File: src/rtl/wb_ram_arbiter_pkg.sv
// wb_ram_arbiter_pkg: arbiter state encodings, Wishbone B3 cycle-type codes and an
// index-width helper shared by the arbiter, its round-robin picker and benches.
package wb_ram_arbiter_pkg;

  typedef enum logic [1:0] {
    ARB_IDLE  = 2'b00,
    ARB_BUSY  = 2'b01,
    ARB_DRAIN = 2'b10
  } arb_state_t;

  localparam logic [2:0] CTI_CLASSIC = 3'b000;
  localparam logic [2:0] CTI_INCR    = 3'b010;
  localparam logic [2:0] CTI_EOB     = 3'b111;

  function automatic int idx_width(input int n);
    return (n > 1) ? $clog2(n) : 1;
  endfunction

endpackage

File: src/rtl/wb_arb_rr_pick.sv
// wb_arb_rr_pick: combinational round-robin winner search, starting one past `last`
// and wrapping; yields a one-hot grant, its index and a valid flag.
module wb_arb_rr_pick
  import wb_ram_arbiter_pkg::*;
#(
  parameter int NUM_MASTERS = 3,
  localparam int LW = idx_width(NUM_MASTERS)
) (
  input  logic [NUM_MASTERS-1:0] req,
  input  logic [LW-1:0]          last,
  output logic [NUM_MASTERS-1:0] gnt,
  output logic [LW-1:0]          gnt_idx,
  output logic                   valid
);

  // Walk offsets from farthest to nearest so the nearest requester overwrites the rest.
  always_comb begin
    gnt     = '0;
    gnt_idx = '0;
    valid   = 1'b0;
    for (int off = NUM_MASTERS; off >= 1; off--) begin
      for (int k = 0; k < NUM_MASTERS; k++) begin
        if (req[k] && (k == ((int'(last) + off) % NUM_MASTERS))) begin
          gnt     = '0;
          gnt[k]  = 1'b1;
          gnt_idx = LW'(k);
          valid   = 1'b1;
        end
      end
    end
  end

endmodule

File: src/rtl/wb_ram_arbiter.sv
// wb_ram_arbiter: Wishbone B3 N:1 round-robin arbiter in front of the shared on-chip RAM.
// Define WB_ARB_TIMEOUT_EN to add the ack watchdog and the DRAIN state.
//
//   state | meaning
//   IDLE  | no owner; pick the next requester after `last`
//   BUSY  | owner's cycle passed to the slave until it drops cyc
//   DRAIN | watchdog fired; slave held idle until the owner drops cyc
module wb_ram_arbiter
  import wb_ram_arbiter_pkg::*;
#(
  parameter int NUM_MASTERS    = 3,
  parameter int ADDR_WIDTH     = 32,
  parameter int DATA_WIDTH     = 32,
  parameter int TIMEOUT_CYCLES = 255
) (
  input  logic                                  wb_clk_i,
  input  logic                                  wb_rst_n_i,
  input  logic [NUM_MASTERS*ADDR_WIDTH-1:0]     m_adr_i,
  input  logic [NUM_MASTERS*DATA_WIDTH-1:0]     m_dat_i,
  input  logic [NUM_MASTERS*(DATA_WIDTH/8)-1:0] m_sel_i,
  input  logic [NUM_MASTERS-1:0]                m_we_i,
  input  logic [NUM_MASTERS-1:0]                m_cyc_i,
  input  logic [NUM_MASTERS-1:0]                m_stb_i,
  input  logic [NUM_MASTERS*3-1:0]              m_cti_i,
  input  logic [NUM_MASTERS*2-1:0]              m_bte_i,
  output logic [DATA_WIDTH-1:0]                 m_dat_o,
  output logic [NUM_MASTERS-1:0]                m_ack_o,
  output logic [NUM_MASTERS-1:0]                m_err_o,
  output logic [NUM_MASTERS-1:0]                m_rty_o,
  output logic [ADDR_WIDTH-1:0]                 s_adr_o,
  output logic [DATA_WIDTH-1:0]                 s_dat_o,
  output logic [DATA_WIDTH/8-1:0]               s_sel_o,
  output logic                                  s_we_o,
  output logic                                  s_cyc_o,
  output logic                                  s_stb_o,
  output logic [2:0]                            s_cti_o,
  output logic [1:0]                            s_bte_o,
  input  logic [DATA_WIDTH-1:0]                 s_dat_i,
  input  logic                                  s_ack_i,
  input  logic                                  s_err_i,
  input  logic                                  s_rty_i,
  output logic [NUM_MASTERS-1:0]                gnt_o
);

  localparam int SW = DATA_WIDTH / 8;
  localparam int LW = idx_width(NUM_MASTERS);

  if (TIMEOUT_CYCLES < 1 || TIMEOUT_CYCLES > 255) begin : g_bad_timeout
    $error("TIMEOUT_CYCLES must fit the 8-bit watchdog");
  end

  arb_state_t             state, state_nx;
  logic [NUM_MASTERS-1:0] gnt_q, pick_gnt;
  logic [LW-1:0]          g_idx, last_q, pick_idx;
  logic                   pick_valid;
  logic                   g_cyc, g_stb;

`ifdef WB_ARB_TIMEOUT_EN
  logic       slv_term, timeout_hit;
  logic [7:0] wd_cnt;
`endif

  wb_arb_rr_pick #(.NUM_MASTERS(NUM_MASTERS)) u_pick (
    .req     (m_cyc_i),
    .last    (last_q),
    .gnt     (pick_gnt),
    .gnt_idx (pick_idx),
    .valid   (pick_valid)
  );

  assign g_cyc   = m_cyc_i[g_idx];
  assign g_stb   = m_stb_i[g_idx];
  assign gnt_o   = gnt_q;
  assign m_dat_o = s_dat_i;

  always_ff @(posedge wb_clk_i) begin
    if (!wb_rst_n_i) begin
      state  <= ARB_IDLE;
      gnt_q  <= '0;
      g_idx  <= '0;
      last_q <= LW'(NUM_MASTERS - 1);
    end else begin
      state <= state_nx;
      if (state == ARB_IDLE && pick_valid) begin
        gnt_q  <= pick_gnt;
        g_idx  <= pick_idx;
        last_q <= pick_idx;
      end else if (state_nx == ARB_IDLE) begin
        gnt_q <= '0;
      end
    end
  end

  always_comb begin
    state_nx = state;
    unique case (state)
      ARB_IDLE: if (pick_valid) state_nx = ARB_BUSY;
      ARB_BUSY: begin
`ifdef WB_ARB_TIMEOUT_EN
        if (timeout_hit)  state_nx = ARB_DRAIN;
        else if (!g_cyc)  state_nx = ARB_IDLE;
`else
        if (!g_cyc)       state_nx = ARB_IDLE;
`endif
      end
`ifdef WB_ARB_TIMEOUT_EN
      ARB_DRAIN: if (!g_cyc) state_nx = ARB_IDLE;
`endif
      default: state_nx = ARB_IDLE;
    endcase
  end

  always_comb begin
    s_adr_o = '0;
    s_dat_o = '0;
    s_sel_o = '0;
    s_we_o  = 1'b0;
    s_cti_o = '0;
    s_bte_o = '0;
    s_cyc_o = 1'b0;
    s_stb_o = 1'b0;
    m_ack_o = '0;
    m_err_o = '0;
    m_rty_o = '0;
    if (state == ARB_BUSY) begin
      for (int k = 0; k < NUM_MASTERS; k++) begin
        if (g_idx == LW'(k)) begin
          s_adr_o    = m_adr_i[k*ADDR_WIDTH +: ADDR_WIDTH];
          s_dat_o    = m_dat_i[k*DATA_WIDTH +: DATA_WIDTH];
          s_sel_o    = m_sel_i[k*SW +: SW];
          s_we_o     = m_we_i[k];
          s_cti_o    = m_cti_i[k*3 +: 3];
          s_bte_o    = m_bte_i[k*2 +: 2];
          m_ack_o[k] = s_ack_i;
          m_err_o[k] = s_err_i;
          m_rty_o[k] = s_rty_i;
        end
      end
      s_cyc_o = g_cyc;
      s_stb_o = g_stb;
`ifdef WB_ARB_TIMEOUT_EN
      // The slave is silent by definition here, so only the synthetic err reaches the owner.
      if (timeout_hit) begin
        s_cyc_o = 1'b0;
        s_stb_o = 1'b0;
        m_ack_o = '0;
        m_rty_o = '0;
        m_err_o = gnt_q;
      end
`endif
    end
  end

`ifdef WB_ARB_TIMEOUT_EN
  assign slv_term    = s_ack_i | s_err_i | s_rty_i;
  assign timeout_hit = (state == ARB_BUSY) && g_stb && !slv_term && (wd_cnt == 8'd0);

  // Down-counter reloaded whenever the owner is not stalled on an unanswered strobe.
  always_ff @(posedge wb_clk_i) begin
    if (!wb_rst_n_i) begin
      wd_cnt <= 8'(TIMEOUT_CYCLES);
    end else if ((state == ARB_BUSY) && g_stb && !slv_term && !timeout_hit) begin
      wd_cnt <= wd_cnt - 8'd1;
    end else begin
      wd_cnt <= 8'(TIMEOUT_CYCLES);
    end
  end
`endif

endmodule

File: config.mk
export PLATFORM = sky130hd
export DESIGN_NAME = wb_ram_arbiter
export DESIGN_NICKNAME = d
export VERILOG_FILES = /design/src/rtl/wb_ram_arbiter_pkg.sv /design/src/rtl/wb_arb_rr_pick.sv /design/src/rtl/wb_ram_arbiter.sv
export SDC_FILE = /design/constraint.sdc
export NUM_CORES = 1
export LEC_CHECK = 0
export BUFFER_PORTS_ARGS = -buffer_cell sky130_fd_sc_hd__buf_2
export CAP_MARGIN = 20
export CORE_AREA = 4 4 149 151
export CTS_CLUSTER_DIAMETER = 50
export CTS_CLUSTER_SIZE = 20
export DETAILED_ROUTE_END_ITERATION = 10
export DIE_AREA = 0 0 153 155
export PLACE_DENSITY_LB_ADDON = 0.15
export SLEW_MARGIN = 20
export SYNTH_ARGS = -nofsm -noshare
export SYNTH_HDL_FRONTEND = slang
export SYNTH_SLANG_ARGS = --single-unit
File: constraint.sdc
create_clock -name wb_clk_i -period 1.7 [get_ports wb_clk_i]
set_input_delay 0.17 -clock wb_clk_i [delete_from_list [all_inputs] [get_ports wb_clk_i]]
set_output_delay 0.17 -clock wb_clk_i [all_outputs]
set_load 0.05 [all_outputs]
## Word level (Yosys, flattened, before mapping)

Index checks and enable logic that the tools add are counted.

- Flip-flop bits (word level): 9
- Input bits: 265
- Output and inout port bits: 120
- Word-level logic and storage cells: 110

- $add $sub $neg: 3
- Divide/modulo/power cells: 3
- $lt $le $gt $ge: 1
- Eq/ne operators: 9
- Mux-type cells: 73
- Reduce and logical (&&, ||, !) cells: 17

Operators by type and width:

| operator | number |
|---|---|
| 2-to-1 mux 32 bit | 8 |
| equality test 2 x 32 -> 1 bit (first input constant) | 3 |
| equality test 3 x 32 -> 1 bit (first input constant) | 3 |
| logical NOT 32 bit | 3 |
| modulo 32 x 3 -> 32 bit (second input constant) | 3 |
| 2-to-1 mux 3 bit | 16 |
| 2-to-1 mux 1 bit | 28 |
| 2-to-1 mux 2 bit | 14 |
| 2-to-1 mux 4 bit | 4 |
| logical AND 1 bit | 10 |
| adder 2 x 2 -> 3 bit (second input constant) | 2 |
| logical NOT 2 bit | 3 |
| binary-select mux 1 bit (select 2 bit) | 2 |
| equality test 2 x 1 -> 1 bit (second input constant) | 2 |
| case mux 2 bit (2 select lines) | 1 |
| adder 2 x 1 -> 3 bit (second input constant) | 1 |
| less-than comparator 2 x 3 -> 1 bit (second input constant) | 1 |
| equality test 2 bit (second input constant) | 1 |
| nonzero test 2 bit | 1 |

## Longest topological paths before layout

- Word-level depth: 18
- Gate-level depth with buffers: 7
- Depth with buffers taken out: 6

## Hierarchy

Synthesis repeated with hierarchy kept, for this count alone.

- Cells, all modules: 434
- Area total of the unflattened synthesis: 3170.5 sq um

Modules (own cells, without submodules):

| module | instances | cells an instance | area each (sq um) | seq. area each (sq um) |
|---|---|---|---|---|
| wb_ram_arbiter | 1 | 416 | 3039.2 | 160.2 |
| wb_arb_rr_pick | 1 | 18 | 131.4 | 0.0 |

## Least setup slack after synthesis

Ideal clock, no wire load.

- Path type: register to output
- From: register g_idx[0]
- To: output s_adr_o[11]
- Arrival: 1.643 ns
- Setup slack: -0.113 ns
- Cell stages (with the launch flop): 8
- Path buffers: 3
- Path through: dfxtp_1 > buf_4 > inv_2 > nor2_4 > buf_4 > buf_4 > a21oi_1 > nor2_1

- Cells in the longest elaborated chain, start to end: 5

Ends and longest elaborated chain:

| item | line | RTL |
|---|---|---|
| from (decl) | wb_ram_arbiter.sv:54 | `logic [LW-1:0] g_idx, last_q, pick_idx;` |
| from (signal assigned) | wb_ram_arbiter.sv:86 | `g_idx <= pick_idx;` |
| logical NOT 2 bit | wb_ram_arbiter.sv:127 | `if (g_idx == LW'(k)) begin` |
| 2-to-1 mux 32 bit (2 in a row) | wb_ram_arbiter.sv:127 |  |
| 2-to-1 mux 32 bit * | wb_ram_arbiter.sv:127 |  |
| 2-to-1 mux 32 bit * | wb_ram_arbiter.sv:125 | `if (state == ARB_BUSY) begin` |
| to (decl) | wb_ram_arbiter.sv:30 | `output logic [ADDR_WIDTH-1:0] s_adr_o,` |

Mark *: on every way between the ends. The rest lies on a longest branch, timed or not.

## Worst setup path in the final report

- From: register g_idx[1]
- To: output s_cyc_o

- Cells in the longest elaborated chain, start to end: 3

Ends and longest elaborated chain:

| item | line | RTL |
|---|---|---|
| binary-select mux 1 bit (select 2 bit) | wb_ram_arbiter.sv:71 | `assign g_cyc = m_cyc_i[g_idx];` |
| 2-to-1 mux 1 bit (not written as such) | wb_ram_arbiter.sv:71 |  |
| 2-to-1 mux 1 bit | wb_ram_arbiter.sv:125 |  |
| to (decl) | wb_ram_arbiter.sv:34 | `output logic s_cyc_o,` |

No other way between the ends. The select of a mux whose other input is x is not followed.

==> reports/summary.txt <==
Multi-input combinational cell area -> 0.00235 mm²
Sequential fraction of the synthesis area -> 6.09%
Final-report max-slew violation count -> 0
Fraction of final layout cells sized beyond drive strength 1 -> 66.0%
Area of the placeable core -> 0.0208 mm²
Sum of overflow across all layers after global routing -> 0
Crit. End Element -> output pin
Post-synthesis instance area -> 0.00263 mm²
Final Net Count -> 991
Num ports -> 385
CP required -> 1.53 ns
Average vias per placed instance -> 4.05
Critical path class -> reg -> out
Share of the synthesized area in the top cell type -> 28.5%
Worst-skew pair later-pin latency -> 0.23 ns
Top post-synthesis cells by area -> sky130_fd_sc_hd__mux2i_1 (29%), sky130_fd_sc_hd__nor2_1 (22%), sky130_fd_sc_hd__a21oi_1 (15%)
Fin Clk Skew -> 0.00459 ns
Overall via count from detail_route -> 4043
Hold Path Class -> in -> reg
Ys Warns -> 0
Power per standard cell area -> 420 mW/mm²
Number of buffers created by CTS -> 3
Total internal power -> 1.30 mW
Iter 0 DRT Violations -> 128
Final critical-path share of the clock period -> 104%
DIE WIDTH -> 153 µm
Routed wirelength normalized by instance count -> 17.2 µm
Clock slew at the register clock pins of the worst setup and hold paths -> 0.04 ns
Combinational share of power -> 74.0%
Aggregate routed wire length -> 17100 µm
Buffers from clock root to sink, at most -> 2
Number of detailed-routing iterations run before antenna repair -> 4
Signal arrival time at the worst endpoint -> 1.60 ns
Clock group share of total power -> 17.1%
Post-synthesis instance total -> 428
FMAX -> 564 MHz
Die outline area -> 0.0237 mm²
Footprint of the flip-flops and latches -> 165 µm²
Starting density of the core -> 12.6%
H-tree depth reported by CTS -> 1
Setup repair after global routing missed its margin -> true
Global placer's final weighted congestion -> 0.792
Hold-fix buffer count after cts -> 0
MaxCap Viol Count -> 0
Mean cell area of the mapped netlist -> 6.14 µm²
Final setup violation count -> 58
Net switching power -> 1.10 mW
Final hold vios -> 0
Post-route setup slack -> -0.0742 ns
Root buffer cell -> sky130_fd_sc_hd__clkbuf_16
Cell variety after synth -> 33
TritonCTS clock tree -> done
First-pass GRT wire length -> 23600 µm
Filler Cell Count -> 2312
Worst hold slack across all endpoints -> 0.210 ns
Shortest clock period the worst path allows after layout -> 1.77 ns
Maximum vdd ir drop -> 0.273 mV
Number of antenna violations at the first check in global routing -> 1
Antenna-violating nets left -> 0
Area added between synthesis and finish -> 118%
Commonest non-fill, non-tap cell in the layout -> sky130_fd_sc_hd__buf_2
Post-detailed-route DRC marker count -> 0
Std-Cell Rows -> 53
Pin count of the biggest net entering global routing -> 42
PortBufs -> 320
Post-Syn Nets -> 695
Sw frac -> 45.9%
Commonest cells after routing, fill and taps aside -> sky130_fd_sc_hd__buf_2 (235), sky130_fd_sc_hd__nor2_1 (89), sky130_fd_sc_hd__buf_6 (80), sky130_fd_sc_hd__mux2i_1 (66), sky130_fd_sc_hd__nor2_2 (63)
Failing checks -> negative setup slack
Final cell utilization of the core -> 27.5%
Most area-hungry cell type in the Yosys netlist -> sky130_fd_sc_hd__mux2i_1
Crit path launch type -> register
Worst Path Max Fanout -> 10
Vertical extent of the die -> 155 µm
Proportion of power drawn by flip-flops and latches -> 9.0%
Tot GR Track Use -> 12.3%
Outcome -> finished, violations left
Number of storage elements in the synthesis netlist -> 8
Vias in the first global route -> 4138
Placed wire-length estimate -> 12400 µm
Clock net sink count -> 8
Leakage power summed over all cells -> 2.56 nW
cells in the mapped netlist:
master                     instances
sky130_fd_sc_hd__buf_4            41
sky130_fd_sc_hd__nor3_1            1
sky130_fd_sc_hd__a21oi_1          77
sky130_fd_sc_hd__nand4_1           1
sky130_fd_sc_hd__buf_8             1
sky130_fd_sc_hd__and2_1            7
sky130_fd_sc_hd__o221ai_1          1
sky130_fd_sc_hd__buf_2            12
sky130_fd_sc_hd__inv_2             2
sky130_fd_sc_hd__nor2_4            1
sky130_fd_sc_hd__dfxtp_1           8
sky130_fd_sc_hd__o21bai_1          1
sky130_fd_sc_hd__nand2b_1          2
sky130_fd_sc_hd__conb_1            1
sky130_fd_sc_hd__o31a_1            2
sky130_fd_sc_hd__nand2_1           6
sky130_fd_sc_hd__buf_6             3
sky130_fd_sc_hd__o21a_1            1
sky130_fd_sc_hd__ha_1              2
sky130_fd_sc_hd__a211o_1           1
sky130_fd_sc_hd__o211ai_1          1
sky130_fd_sc_hd__and3_1            4
sky130_fd_sc_hd__nand3_1           2
sky130_fd_sc_hd__inv_1             4
sky130_fd_sc_hd__clkbuf_1         10
sky130_fd_sc_hd__o31ai_1           1
sky130_fd_sc_hd__nor2_1          152
sky130_fd_sc_hd__mux2i_1          75
sky130_fd_sc_hd__o22ai_1           1
sky130_fd_sc_hd__o21ai_0           4
sky130_fd_sc_hd__o21ai_2           1
sky130_fd_sc_hd__nor2b_1           1
sky130_fd_sc_hd__mux2_4            1
sequential cells by signal (all words and copies together), names as in the netlist:
register	count
g_idx	2
state	2
last_q	1
gnt_o	3
power groups by stage:
| stage | registers, mW | clock network, mW | logic [mW] |
|---|---|---|---|
| floorplan | 0.224 | 0 | 1.11 |
| global placement | 0.221 | 0 | 1.43 |
| detailed placement | 0.221 | 0 | 1.43 |
| CTS | 0.216 | 0.418 | 1.63 |
| global route | 0.218 | 0.430 | 1.92 |
| finish | 0.216 | 0.410 | 1.78 |
routing by layer:
layer  vias to the layer above  routed length, µm  GRT usage, %  part of all wire [%]
met4                         0                193          1.99                   1.1
met5                         -                  0             0                     0
met1                      1839               6760          14.3                    39
met3                        24               1010          2.50                   5.9
met2                       176               9170          23.7                    54
li1                       2004                  -             -                     -
repair_timing:
action                                  4_1_cts  5_1_grt
cloned                                        5        9
setup buffers                                 6        5
resized for setup                           168       66
endpoints found under the setup margin       80       85
pin swaps                                     0       21
stage by stage:
step | power, mW | setup TNS (ns) | setup slack (ns) | cell area [µm²] | std cells
3_3_place_gp | 1.65 | -0.0692 | -0.0692 | 4510 | 972
3_5_place_dp | 1.65 | -0.0736 | -0.0736 | 4510 | 972
4_1_cts | 2.26 | -4.04 | -0.120 | 5330 | 987
5_1_grt | 2.57 | -7.90 | -0.160 | 5720 | 999
6_report | 2.40 | -1.63 | -0.0742 | 5720 | 999
2_1_floorplan | 1.34 | -0.113 | -0.0125 | 2780 | 428
path summary, 6_finish.rpt:
kind,from,to,slack [ns],depth (start not counted)
min reg2reg,gnt_o[0],gnt_o[0],0.47,2
max,g_idx[1],s_cyc_o,-0.07,6
max reg2reg,g_idx[0],state[0],0.17,5
min,wb_rst_n_i,last_q[1],0.21,2
critical path, stage by stage, from the launching register on:
cell and delay, ns:
sky130_fd_sc_hd__dfxtp_4 0.37, sky130_fd_sc_hd__buf_8 0.14, sky130_fd_sc_hd__buf_8 0.15, sky130_fd_sc_hd__mux2_4 0.31
sky130_fd_sc_hd__o21ai_2 0.14, sky130_fd_sc_hd__inv_2 0.06, sky130_fd_sc_hd__buf_4 0.19
logic make-up after synthesis:
family | after synthesis | share of synthesized area, %
AND/OR/NAND/NOR | 177 | 27.1
flip-flops | 8 | 6.09
other | 1 | 0.143
multiplexers | 76 | 29.1
buffers and inverters | 73 | 18.1
AO/OA/AOI/OAI | 91 | 18.5
adder cells (fa/ha/maj) | 2 | 0.951
final cells by class:
cell class	instances	share of cell area, %
well taps	275	6.01
clock buffers	4	1.38
flip-flops and latches	8	2.89
repair buffers	358	48.3
multi-input cells	347	41.0
inverters	6	0.394
diodes	1	0.0437
Note: power is estimated with default switching activity, not from simulation.
